--- src/rtl/l23_decap.sv ---
// Receive-side L2/L3 header stripper: removes a programmed header from each packet,
// optionally checks it against a header RAM, and drops/counts mismatching or runt packets.
module l23_decap #(
    parameter int DATA_W = 8,
    parameter int HDR_AW = 6,
    parameter int CNT_W  = 16
) (
    input  logic              clk,
    input  logic              rst,
    input  logic [HDR_AW-1:0] L23dmgmt_refvalue,
    input  logic [DATA_W-1:0] L23dmgmt_data,
    input  logic [HDR_AW-1:0] L23dmgmt_writeaddr,
    input  logic              L23dmgmt_we,
    input  logic              L23dmgmt_cmpen,
    input  logic              L23dmgmt_run,
    output logic              L23dmgmt_idle,
    output logic [CNT_W-1:0]  L23dmgmt_dropcnt,
    input  logic [DATA_W-1:0] L23i_tdata,
    input  logic              L23i_tlast,
    input  logic              L23i_tuser,
    input  logic              L23i_tvalid,
    output logic              L23i_tready,
    output logic [DATA_W-1:0] L23o_tdata,
    output logic              L23o_tlast,
    output logic              L23o_tuser,
    output logic              L23o_tvalid,
    input  logic              L23o_tready
);

    localparam int HDR_DEPTH = 1 << HDR_AW;

    typedef enum logic [1:0] {
        IDLE = 2'd0,
        HDR  = 2'd1,
        PASS = 2'd2,
        DROP = 2'd3
    } state_t;

    state_t              state_reg, state_next;
    logic [HDR_AW-1:0]   hdr_cnt_reg, hdr_cnt_next;
    logic                mismatch_reg, mismatch_next;
    logic [DATA_W-1:0]   o_tdata_reg, o_tdata_next;
    logic                o_tlast_reg, o_tlast_next;
    logic                o_tuser_reg, o_tuser_next;
    logic                o_tvalid_reg, o_tvalid_next;
    logic [CNT_W-1:0]    dropcnt_reg, dropcnt_next;
    logic                i_tready;
    logic                accept;
    logic                drop_inc;
    logic                mis_any;
    state_t              after_pkt;

    logic [DATA_W-1:0]   hdr_ram [HDR_DEPTH];

    // Header RAM is not reset; software reloads it while the block is idle.
    always_ff @(posedge clk) begin
        if (L23dmgmt_we)
            hdr_ram[L23dmgmt_writeaddr] <= L23dmgmt_data;
    end

    always_ff @(posedge clk or negedge rst) begin
        if (!rst) begin
            state_reg    <= IDLE;
            hdr_cnt_reg  <= '0;
            mismatch_reg <= 1'b0;
            o_tdata_reg  <= '0;
            o_tlast_reg  <= 1'b0;
            o_tuser_reg  <= 1'b0;
            o_tvalid_reg <= 1'b0;
            dropcnt_reg  <= '0;
        end else begin
            state_reg    <= state_next;
            hdr_cnt_reg  <= hdr_cnt_next;
            mismatch_reg <= mismatch_next;
            o_tdata_reg  <= o_tdata_next;
            o_tlast_reg  <= o_tlast_next;
            o_tuser_reg  <= o_tuser_next;
            o_tvalid_reg <= o_tvalid_next;
            dropcnt_reg  <= dropcnt_next;
        end
    end

    always_comb begin
        state_next    = state_reg;
        hdr_cnt_next  = hdr_cnt_reg;
        mismatch_next = mismatch_reg;
        o_tdata_next  = o_tdata_reg;
        o_tlast_next  = o_tlast_reg;
        o_tuser_next  = o_tuser_reg;
        o_tvalid_next = o_tvalid_reg;
        dropcnt_next  = dropcnt_reg;
        i_tready      = 1'b0;
        drop_inc      = 1'b0;
        after_pkt     = L23dmgmt_run ? HDR : IDLE;
        mis_any       = mismatch_reg |
                        (L23dmgmt_cmpen & (L23i_tdata != hdr_ram[hdr_cnt_reg]));

        // Output register drains independently of the input side.
        if (o_tvalid_reg && L23o_tready)
            o_tvalid_next = 1'b0;

        case (state_reg)
            IDLE: i_tready = 1'b0;
            HDR:  i_tready = 1'b1;
            PASS: i_tready = ~o_tvalid_reg | L23o_tready;
            DROP: i_tready = 1'b1;
            default: i_tready = 1'b0;
        endcase

        accept = L23i_tvalid & i_tready;

        case (state_reg)
            IDLE: begin
                if (L23dmgmt_run) begin
                    state_next    = HDR;
                    hdr_cnt_next  = '0;
                    mismatch_next = 1'b0;
                end
            end
            HDR: begin
                if (accept) begin
                    if (L23i_tlast) begin
                        // Packet ended inside the header: runt.
                        drop_inc      = 1'b1;
                        state_next    = after_pkt;
                        hdr_cnt_next  = '0;
                        mismatch_next = 1'b0;
                    end else if (hdr_cnt_reg == L23dmgmt_refvalue) begin
                        state_next    = mis_any ? DROP : PASS;
                        mismatch_next = mis_any;
                    end else begin
                        hdr_cnt_next  = hdr_cnt_reg + 1'b1;
                        mismatch_next = mis_any;
                    end
                end
            end
            PASS: begin
                if (accept) begin
                    o_tdata_next  = L23i_tdata;
                    o_tlast_next  = L23i_tlast;
                    o_tuser_next  = L23i_tlast & L23i_tuser;
                    o_tvalid_next = 1'b1;
                    if (L23i_tlast) begin
                        state_next    = after_pkt;
                        hdr_cnt_next  = '0;
                        mismatch_next = 1'b0;
                    end
                end
            end
            DROP: begin
                if (accept && L23i_tlast) begin
                    drop_inc      = 1'b1;
                    state_next    = after_pkt;
                    hdr_cnt_next  = '0;
                    mismatch_next = 1'b0;
                end
            end
            default: state_next = IDLE;
        endcase

        if (drop_inc && (dropcnt_reg != {CNT_W{1'b1}}))
            dropcnt_next = dropcnt_reg + 1'b1;
    end

    assign L23i_tready      = i_tready;
    assign L23o_tdata       = o_tdata_reg;
    assign L23o_tlast       = o_tlast_reg;
    assign L23o_tuser       = o_tuser_reg;
    assign L23o_tvalid      = o_tvalid_reg;
    assign L23dmgmt_dropcnt = dropcnt_reg;
    assign L23dmgmt_idle    = (state_reg == IDLE) & ~o_tvalid_reg;

endmodule
--- config.mk ---
export PLATFORM = sky130hd
export DESIGN_NAME = l23_decap
export DESIGN_NICKNAME = d
export VERILOG_FILES = /design/src/rtl/l23_decap.sv
export SDC_FILE = /design/constraint.sdc
export NUM_CORES = 1
export LEC_CHECK = 0
export CORE_MARGIN = 3
export CORE_UTILIZATION = 45
export DETAILED_ROUTE_END_ITERATION = 12
export RECOVER_POWER = 25
export SLEW_MARGIN = 20
export SYNTH_ARGS = -nofsm -noshare
export SYNTH_HDL_FRONTEND = slang
export SYNTH_SLANG_ARGS = --single-unit
--- constraint.sdc ---
create_clock -name clk -period 2.8 [get_ports clk]
set_input_delay 0.56 -clock clk [delete_from_list [all_inputs] [get_ports clk]]
set_output_delay 0.56 -clock clk [all_outputs]
set_load 0.05 [all_outputs]
==> results of run 1 <==
==> cells in the mapped netlist (12+ instances only) <==
library cell	n	area (µm²)
edfxtp_1	512	15370
mux4_2	94	2117
nor2_1	81	304.0
mux2i_1	66	660.6
dfrtp_1	36	900.9
o221ai_1	32	280.3
clkbuf_1	23	86.33
a22o_1	22	192.7
nand2_1	20	75.07
a21oi_1	19	95.09
buf_2	17	85.08
nand3_1	17	85.08
xnor2_1	17	148.9
a211oi_1	16	120.1
xor2_1	15	131.4
mux2_2	13	146.4
a22oi_1	12	90.09
==> worst max-delay path, cell delays in order (launching register included) <==
cell and delay, ps:
dfrtp_4 520, buf_8 170, mux4_2 500, a22o_1 220, a211oi_2 250, nor3_1 70, or4b_1 580, nor4_2 300
a41o_4 170, o21ai_1 60
==> cell families (layout without fill, tap and decap cells) <==
| group | count (synthesis) | in the layout | share of synthesized area |
|---|---|---|---|
| AO/OA/AOI/OAI | 131 | 131 | 0.04597 |
| XOR/XNOR | 32 | 32 | 0.01292 |
| adder cells (fa/ha/maj) | 2 | 2 | 0.001153 |
| buffers and inverters | 62 | 364 | 0.01724 |
| flip-flops | 548 | 548 | 0.7503 |
| multiplexers | 174 | 174 | 0.1360 |
| AND/OR/NAND/NOR | 167 | 167 | 0.03645 |
==> timing repair <==
action | 4_1_cts | 5_1_grt
setup buffers | 8 | 3
pin swaps | 18 | 8
gates cloned | 1 | 0
gates resized for setup | 44 | 8
endpoints found under the setup margin | 2 | 3
==> power breakdown <==
group	internal (mW)	total, mW	switching, mW
Clock	4.57	7.66	3.08
Sequential	9.15	9.31	0.152
Combinational	1.80	3.79	1.99
Total	15.5	20.8	5.23
==> cell type report <==
cell class                      count  area, µm²  share of cell area
Clock buffer                       63       1459             0.05515
Clock inverter                     41      447.9             0.01693
Inverter                            4      15.01           0.0005676
Multi-Input combinational cell    506       5202              0.1967
Sequential cell                   548      16280              0.6156
Tap cell                          607      759.5             0.02871
Timing Repair Buffer              256       2285             0.08637
==> layer usage <==
metal / wire [µm] / up-vias
met5: 0 / -
met4: 1663 / 0
met3: 3166 / 92
met2: 23800 / 361
met1: 21400 / 5823
li1: - / 5112
==> worst paths after layout <==
path                       cells after the start  slack, ps                   end
setup / recovery                               9       -160          mismatch_reg
hold / removal                                 1        360        hdr_ram[49][2]
setup reg to reg                               9       -160          mismatch_reg
hold reg to reg                                1        490  L23dmgmt_dropcnt[11]
max in group asynchronous                      2       1200   L23dmgmt_dropcnt[1]
min in group asynchronous                      1        380         L23o_tdata[4]
==> per-stage QoR <==
step                setup slack [ps]  setup TNS (ps)  cells
floorplan                      156.9               0   1116
global placement              -298.3          -583.8   1910
detailed placement            -277.2          -547.4   1910
CTS                           -95.64          -186.8   2022
global route                  -237.5           -1311   2025
finish                        -162.0          -316.6   2025
==> flow_summary.ini, run 1 <==
[setup_path]
arrival_ps = 3450
reg2reg_from = hdr_cnt_reg[0]
crit_required_ps = 3280
cp-end-kind = register
critical_path_class = reg -> reg
cp-startpoint = hdr_cnt_reg[0]
crit_fanout = 6
start_kind = register

[flow_run]
drv_cap = 4

[cts]
clk_latency_ps = 600
cts.htree.levels = 2
cts-hold-fix-buffers = 0
root_buffer = clkbuf_16
clk_pin_slew_ps = 60
cts_num_sinks = 548
clock_path_buffers = 3
cts_made_buffers = 56
tritoncts = done

[final_layout]
largest_reg_flops = 512
drive_gt1_frac = 0.2990
mostFrequentLayoutCell = edfxtp_1
nNetsFinal = 1411
diodes = 0
final_cell_mix = edfxtp_1 (512), buf_4 (159), mux4_2 (95), nor2_1 (80), mux2i_1 (65)
final_core_util = 0.5622
fillers = 3592
top_register = hdr_ram
final_area_mm2 = 0.02645
syn2layout_area_growth_pct = 21.93

[global_routing]
use_met3 = 0.03374
grt_overflow = 0
gr-usage-met2 = 0.3155
first_global_vias = 11500
grt_usage = 0.2006
grtUsageMet1 = 0.2858
antenna_found_initial = 0
busiest_layer = met2
grt_max_degree = 65
grt_first_pass_wirelength_um = 74900

[route]
viasPerCell = 5.624
routed_wirelength_um = 50030
drc_errors = 0
drtIter0Drc = 1043
detail-route-antenna-nets = 0
vias = 11390
avgRoutedWirePerCell_um = 24.71
firstDrtPassIters = 7

[floorplanning]
die_w_um = 225.6
die_y_um = 225.6
initial_core_util = 0.4611
num_rows = 79
io_pins = 66
dieArea_mm2 = 0.05088
coreArea_mm2 = 0.04705

[synth]
synth_edf_count = 512
synth_flop_cell = edfxtp_1
synth_nets = 1155
syn_inst = 1116
yosysWarningCount = 0
synth.yosys.seq_area_share = 0.7503
async_reset_ff_frac = 0.06569
ys_ff_latch = 548
avgSynthCellArea_um2 = 19.44
synth_area_mm2 = 0.02169
yosysUniqueCellTypes = 53

[placed_design]
numPortBuffers = 65
post_dp_cell_area_mm2 = 0.02426
hpwl_um = 33120
place.gp.congestion = 0.8374

[sta]
clock_skew_ps = 11.33
slew_headroom = -0.6877
setup_viol = 2
fin_hold_ws_ps = 359.8
max_freq_ghz = 0.3376
rsz0062_at_grt = true
worstMarginPinSlew_ps = 2532
slew_viol_final = 154
period_needed_ps = 2962
hold_viol = 0
layout_setup_ws_ps = -162.0
period_share = 1.058

[run_status]
status = complete, but fails checks
violations = capacitance limit, slew limit, setup timing

[worst_hold_path]
min_path_type = in -> reg
min_from = L23dmgmt_data[2]

[pwr]
power_mw = 20.75
power_density_mw_per_mm2 = 784.5
vdd_drop_max_v = 0.0006438
power.leakage_nw = 8.733
Note: power is estimated with default switching activity, not from simulation.
==> run 2, diff against run 1 <==
--- a/config.mk
+++ b/config.mk
@@ -5,7 +5,7 @@
 export SDC_FILE = /design/constraint.sdc
 export NUM_CORES = 1
 export LEC_CHECK = 0
-export CORE_MARGIN = 3
+export CAP_MARGIN = 20
 export CORE_UTILIZATION = 45
 export DETAILED_ROUTE_END_ITERATION = 12
 export RECOVER_POWER = 25
==> run 2 against run 1 <==
  * Sequential cell count is the same
  * The run still ends with capacitance limit, slew limit, setup timing left
  * Non-clock buffer count up 16
  * Setup slack got worse by 86 ps
  * Critical path depth rose by 3
  * Clock skew is 13 ps higher
  * Routed wire length rose by 2.9%
  * Clock power decreased by 8.7%
  * Register-to-register slack worse by 90 ps
  * Highest routed layer unchanged
  * Via count grew 1.7%
  * Total power is 2.7% lower
==> flow_summary.ini, run 2 (same netlist as run 1, synthesis figures left out) <==
[run_status]
status = complete, but fails checks
violations = capacitance limit, slew limit, setup timing

[global_routing]
grt_overflow = 0
grt_usage = 0.2133
antenna_found_initial = 0
grt_first_pass_wirelength_um = 76270
first_global_vias = 11790
grt_max_degree = 65

[sta]
worstMarginPinSlew_ps = 2071
layout_setup_ws_ps = -248.3
slew_viol_final = 200
max_freq_ghz = 0.3281
clock_skew_ps = 24.20
period_needed_ps = 3048
slew_headroom = -0.3806
setup_tns_ps = -490.0
setup_viol = 2
rsz0062_at_grt = true
hold_viol = 0
fin_hold_ws_ps = 454.3
period_share = 1.089

[setup_path]
cp-startpoint = hdr_cnt_reg[0]
arrival_ps = 3540
crit_fanout = 5
crit_buf_inv = 4
cpMostUsedCell = buf_12
regToRegEndpoint = mismatch_reg
critical_path_class = reg -> reg
crit_path_top_delay_cell = dfrtp_4
critPathMaxStageDelay_ps = 520
start_kind = register
cp-end-kind = register
crit_required_ps = 3290
rr_worst_depth = 12
crit_chain = buf_12 -> buf_12 -> buf_12 -> mux4_2 -> mux2_2 -> a211oi_1 -> buf_4 -> or3_1 -> o211ai_1 -> nor4_4 -> a41o_4 -> o21ai_2
crit_family = multiplexers
rrSetupSlack_ps = -250
reg2reg_from = hdr_cnt_reg[0]

[worst_hold_path]
min_from = L23dmgmt_data[3]
whs_endpoint = hdr_ram[34][3]
whs_path_depth = 1
min_path_type = in -> reg

[final_layout]
diodes = 0
syn2layout_area_growth_pct = 21.57
largest_reg_flops = 512
drive_gt1_frac = 0.2885
final_cell_mix = edfxtp_1 (512), buf_4 (179), mux4_2 (94), nor2_1 (80), mux2i_1 (66)
nNetsFinal = 1426
instances_no_fill = 2043
final_core_util = 0.5535
top_register = hdr_ram
mostFrequentLayoutCell = edfxtp_1

[floorplanning]
initial_core_util = 0.4553
coreArea_mm2 = 0.04765
num_rows = 80
dieArea_mm2 = 0.04909
die_y_um = 221.6
die_w_um = 221.6
io_pins = 66

[cts]
clk_latency_ps = 610
cts-hold-fix-buffers = 0
cts_num_sinks = 548
clk_pin_slew_ps = 60
root_buffer = clkbuf_16
tritoncts = done
cts.htree.levels = 2
cts_made_buffers = 55
clock_path_buffers = 3

[route]
drtIter0Drc = 1192
routed_wirelength_um = 51480
avgRoutedWirePerCell_um = 25.20
drc_errors = 0
viasPerCell = 5.669
vias = 11580
firstDrtPassIters = 5
detail-route-antenna-nets = 0

[pwr]
vdd_drop_max_v = 0.0005403
power_mw = 20.19
power_density_mw_per_mm2 = 765.7
power.leakage_nw = 8.723

[placed_design]
place_inst = 1931
place.gp.congestion = 0.8092
hpwl_um = 33380
numPortBuffers = 65

[flow_run]
drv_cap = 6
run 2: changes by cell type in the layout (fill, tap and decap cells not counted), moves of 6 or more:
cell | before | now
buf_4 | 159 | 179
bufinv_16 | 9 | 3
clkbuf_1 | 16 | 25
clkinv_1 | 8 | 14
clkinv_2 | 16 | 7
clkinvlp_4 | 6 | 0
run 2: worst max-delay path by stage:
stage                         to  cells after the start  slack (ps)
CTS                 state_reg[0]                     12        -220
detailed placement  mismatch_reg                      9        -370
global route        mismatch_reg                     11        -320
finish              mismatch_reg                     12        -250
floorplan           mismatch_reg                     11         160
global placement    mismatch_reg                      9        -330
run 2: per-layer routing:
layer	vias up	wire, µm	track usage
met2	350	24380	0.3376
met1	6025	22680	0.3032
met5	-	0	0
met4	0	1477	0.07594
met3	86	2950	0.03194
li1	5120	-	-
run 2: metrics by stage:
stage,setup slack (ps),instance area (µm²)
after detailed placement,-369.5,24360
after global routing,-320.0,26370
final,-248.3,26370
after CTS,-222.6,26370
after global placement,-331.7,24360
after floorplan,156.9,21690
run 2: timing repair:
action / in CTS / in global routing
resized for setup: 29 / 5
buffers inserted: 13 / 0
gates cloned: 2 / 0
setup endpoints to repair: 2 / 3
pin swaps: 17 / 6
run 2: where the power goes:
part | internal, mW | leakage, nW | switching (mW)
Combinational | 1.87 | 2.83 | 2.04
Sequential | 9.15 | 5.07 | 0.143
Clock | 4.00 | 0.830 | 2.99
Total | 15.0 | 8.72 | 5.18
run 2: layout make-up:
type	instances	area (µm²)
fillers	3666	21270
flip-flops and latches	548	16280
multi-input cells	506	5182
repair buffers	272	2429
clock buffers	73	1495
well taps	615	769.5
clock inverters	25	198.9
inverters	4	15.01
==> run 3, diff against run 2 <==
--- a/config.mk
+++ b/config.mk
@@ -6,6 +6,7 @@
 export NUM_CORES = 1
 export LEC_CHECK = 0
 export CAP_MARGIN = 20
+export CORE_ASPECT_RATIO = 1.5
 export CORE_UTILIZATION = 45
 export DETAILED_ROUTE_END_ITERATION = 12
 export RECOVER_POWER = 25
==> run 3 against run 2 <==
  * The flow still finishes with violations (capacitance limit, slew limit, setup timing)
  * Critical path depth unchanged
  * Sequential cell count unchanged
  * Sequential power about the same
  * Global-route usage up 0.45 points
  * Via count down 0.32%
  * Worst hold slack better by 50 ps
  * Combinational power about the same
  * Die area about the same
  * Routed wire length up 1.9%
  * Clock power up 3.6%
  * Largest cell class unchanged
  * Largest power group unchanged
  * Highest routed layer unchanged
==> flow_summary.ini, run 3 (same netlist as run 1, synthesis figures left out) <==
[run_status]
status = complete, but fails checks
violations = capacitance limit, slew limit, setup timing

[floorplanning]
dieArea_mm2 = 0.04911
die_w_um = 181.3
io_pins = 66
coreArea_mm2 = 0.04758
initial_core_util = 0.4560
die_y_um = 270.9
num_rows = 98

[placed_design]
hpwl_um = 34200
place_inst = 1881
place.gp.congestion = 0.8479
post_dp_cell_area_mm2 = 0.02405
numPortBuffers = 65

[final_layout]
drive_gt1_frac = 0.2870
final_area_mm2 = 0.02628
top_register = hdr_ram
seq_area_mm2 = 0.01628
diodes = 0
multi_input_area_mm2 = 0.005231
fillers = 3649
mostFrequentLayoutCell = edfxtp_1
nNetsFinal = 1387
syn2layout_area_growth_pct = 21.15
largest_reg_flops = 512
instances_no_fill = 1987
final_core_util = 0.5524
final_cell_mix = edfxtp_1 (512), buf_4 (141), mux4_2 (94), nor2_1 (80), mux2i_1 (64)

[route]
routed_wirelength_um = 52440
detail-route-antenna-nets = 0
drc_errors = 0
firstDrtPassIters = 5
viasPerCell = 5.810
avgRoutedWirePerCell_um = 26.39
vias = 11540
drtIter0Drc = 777

[cts]
cts_made_buffers = 51
root_buffer = clkbuf_16
clk_pin_slew_ps = 70
cts_num_sinks = 548
tritoncts = done
clock_path_buffers = 3
cts.htree.levels = 2
clk_latency_ps = 580
cts-hold-fix-buffers = 0

[sta]
hold_viol = 0
slew_viol_final = 262
layout_setup_ws_ps = -119.0
rsz0062_at_grt = true
period_share = 1.043
max_freq_ghz = 0.3426
slew_headroom = -0.4694
worstMarginPinSlew_ps = 2204
period_needed_ps = 2919
setup_viol = 2
clock_skew_ps = 24.90

[setup_path]
arrival_ps = 3380
critPathMaxStageDelay_ps = 560
crit_family = buffers and inverters
cpMostUsedCell = buf_4
crit_path_top_delay_cell = dfrtp_4
crit_chain = buf_6 -> buf_12 -> buf_16 -> buf_4 -> mux4_2 -> a211oi_2 -> a21oi_1 -> xor2_1 -> nor4_2 -> buf_4 -> a41o_4 -> a21oi_2
cp-end-kind = register
crit_buf_inv = 5
crit_required_ps = 3260
start_kind = register
critical_path_class = reg -> reg
crit_fanout = 6

[global_routing]
first_global_vias = 12050
grt_max_degree = 65
grt_first_pass_wirelength_um = 77630
grt_usage = 0.2178
grt_overflow = 0
antenna_found_initial = 0

[pwr]
vdd_drop_max_v = 0.0005145
power_density_mw_per_mm2 = 778.3
power_mw = 20.46
power.leakage_nw = 8.607

[worst_hold_path]
min_path_type = reg -> reg

[flow_run]
drv_cap = 7
==> run 3: tightest hold or removal path, cell delays in order, from the launching register on <==
cell,delay [ps]
dfrtp_1,350
nand2_1,50
o21ai_0,70
==> run 3: cell type report <==
class	count	share of cell area
Multi-Input combinational cell	506	0.1990
Tap cell	600	0.02856
Clock inverter	32	0.01614
Timing Repair Buffer	237	0.08546
Inverter	4	0.0005713
Sequential cell	548	0.6196
Clock buffer	60	0.05065
==> run 3: power by group <==
group          total, mW  internal (mW)  switching (mW)
registers           9.30           9.15           0.149
clock network       7.24           4.25            2.99
logic               3.92           1.86            2.06
total               20.5           15.3            5.19
==> run 3: routing by layer <==
| layer | part of all wire | track usage | wire length, µm | vias up |
|---|---|---|---|---|
| met5 | 0 | 0 | 0 | - |
| met3 | 0.046 | 0.02813 | 2393 | 102 |
| met2 | 0.52 | 0.3782 | 27090 | 366 |
| li1 | - | - | - | 5043 |
| met1 | 0.40 | 0.2740 | 20880 | 6033 |
| met4 | 0.040 | 0.09300 | 2083 | 0 |
==> run 3: worst paths after layout <==
path | startpoint | endpoint | slack (ps) | cells past startpoint
worst min-delay path | L23o_tuser | L23o_tuser | 500 | 2
min in group asynchronous | rst | hdr_cnt_reg[3] | 630 | 1
worst max register to register | hdr_cnt_reg[0] | state_reg[0] | -120 | 12
max in group asynchronous | rst | hdr_cnt_reg[0] | 620 | 1
worst max-delay path | hdr_cnt_reg[0] | state_reg[0] | -120 | 12
worst min register to register | L23o_tuser | L23o_tuser | 500 | 2
==> run 3: what timing repair did <==
| action | in CTS | in global routing |
|---|---|---|
| cloned | 5 | 0 |
| setup endpoints to repair | 2 | 2 |
| pin swaps | 10 | 11 |
| gates resized for setup | 41 | 23 |
| buffers inserted | 3 | 7 |
==> run 3: stage by stage <==
stage | TNS (ps) | hold slack [ps] | worst slack (ps)
after floorplan | 0 | 264.4 | 156.9
after global placement | -827.9 | 467.7 | -419.0
after detailed placement | -941.7 | 492.8 | -475.6
after CTS | -241.8 | 120.0 | -121.3
after global routing | -374.0 | 517.3 | -187.1
final | -235.3 | 504.8 | -119.0
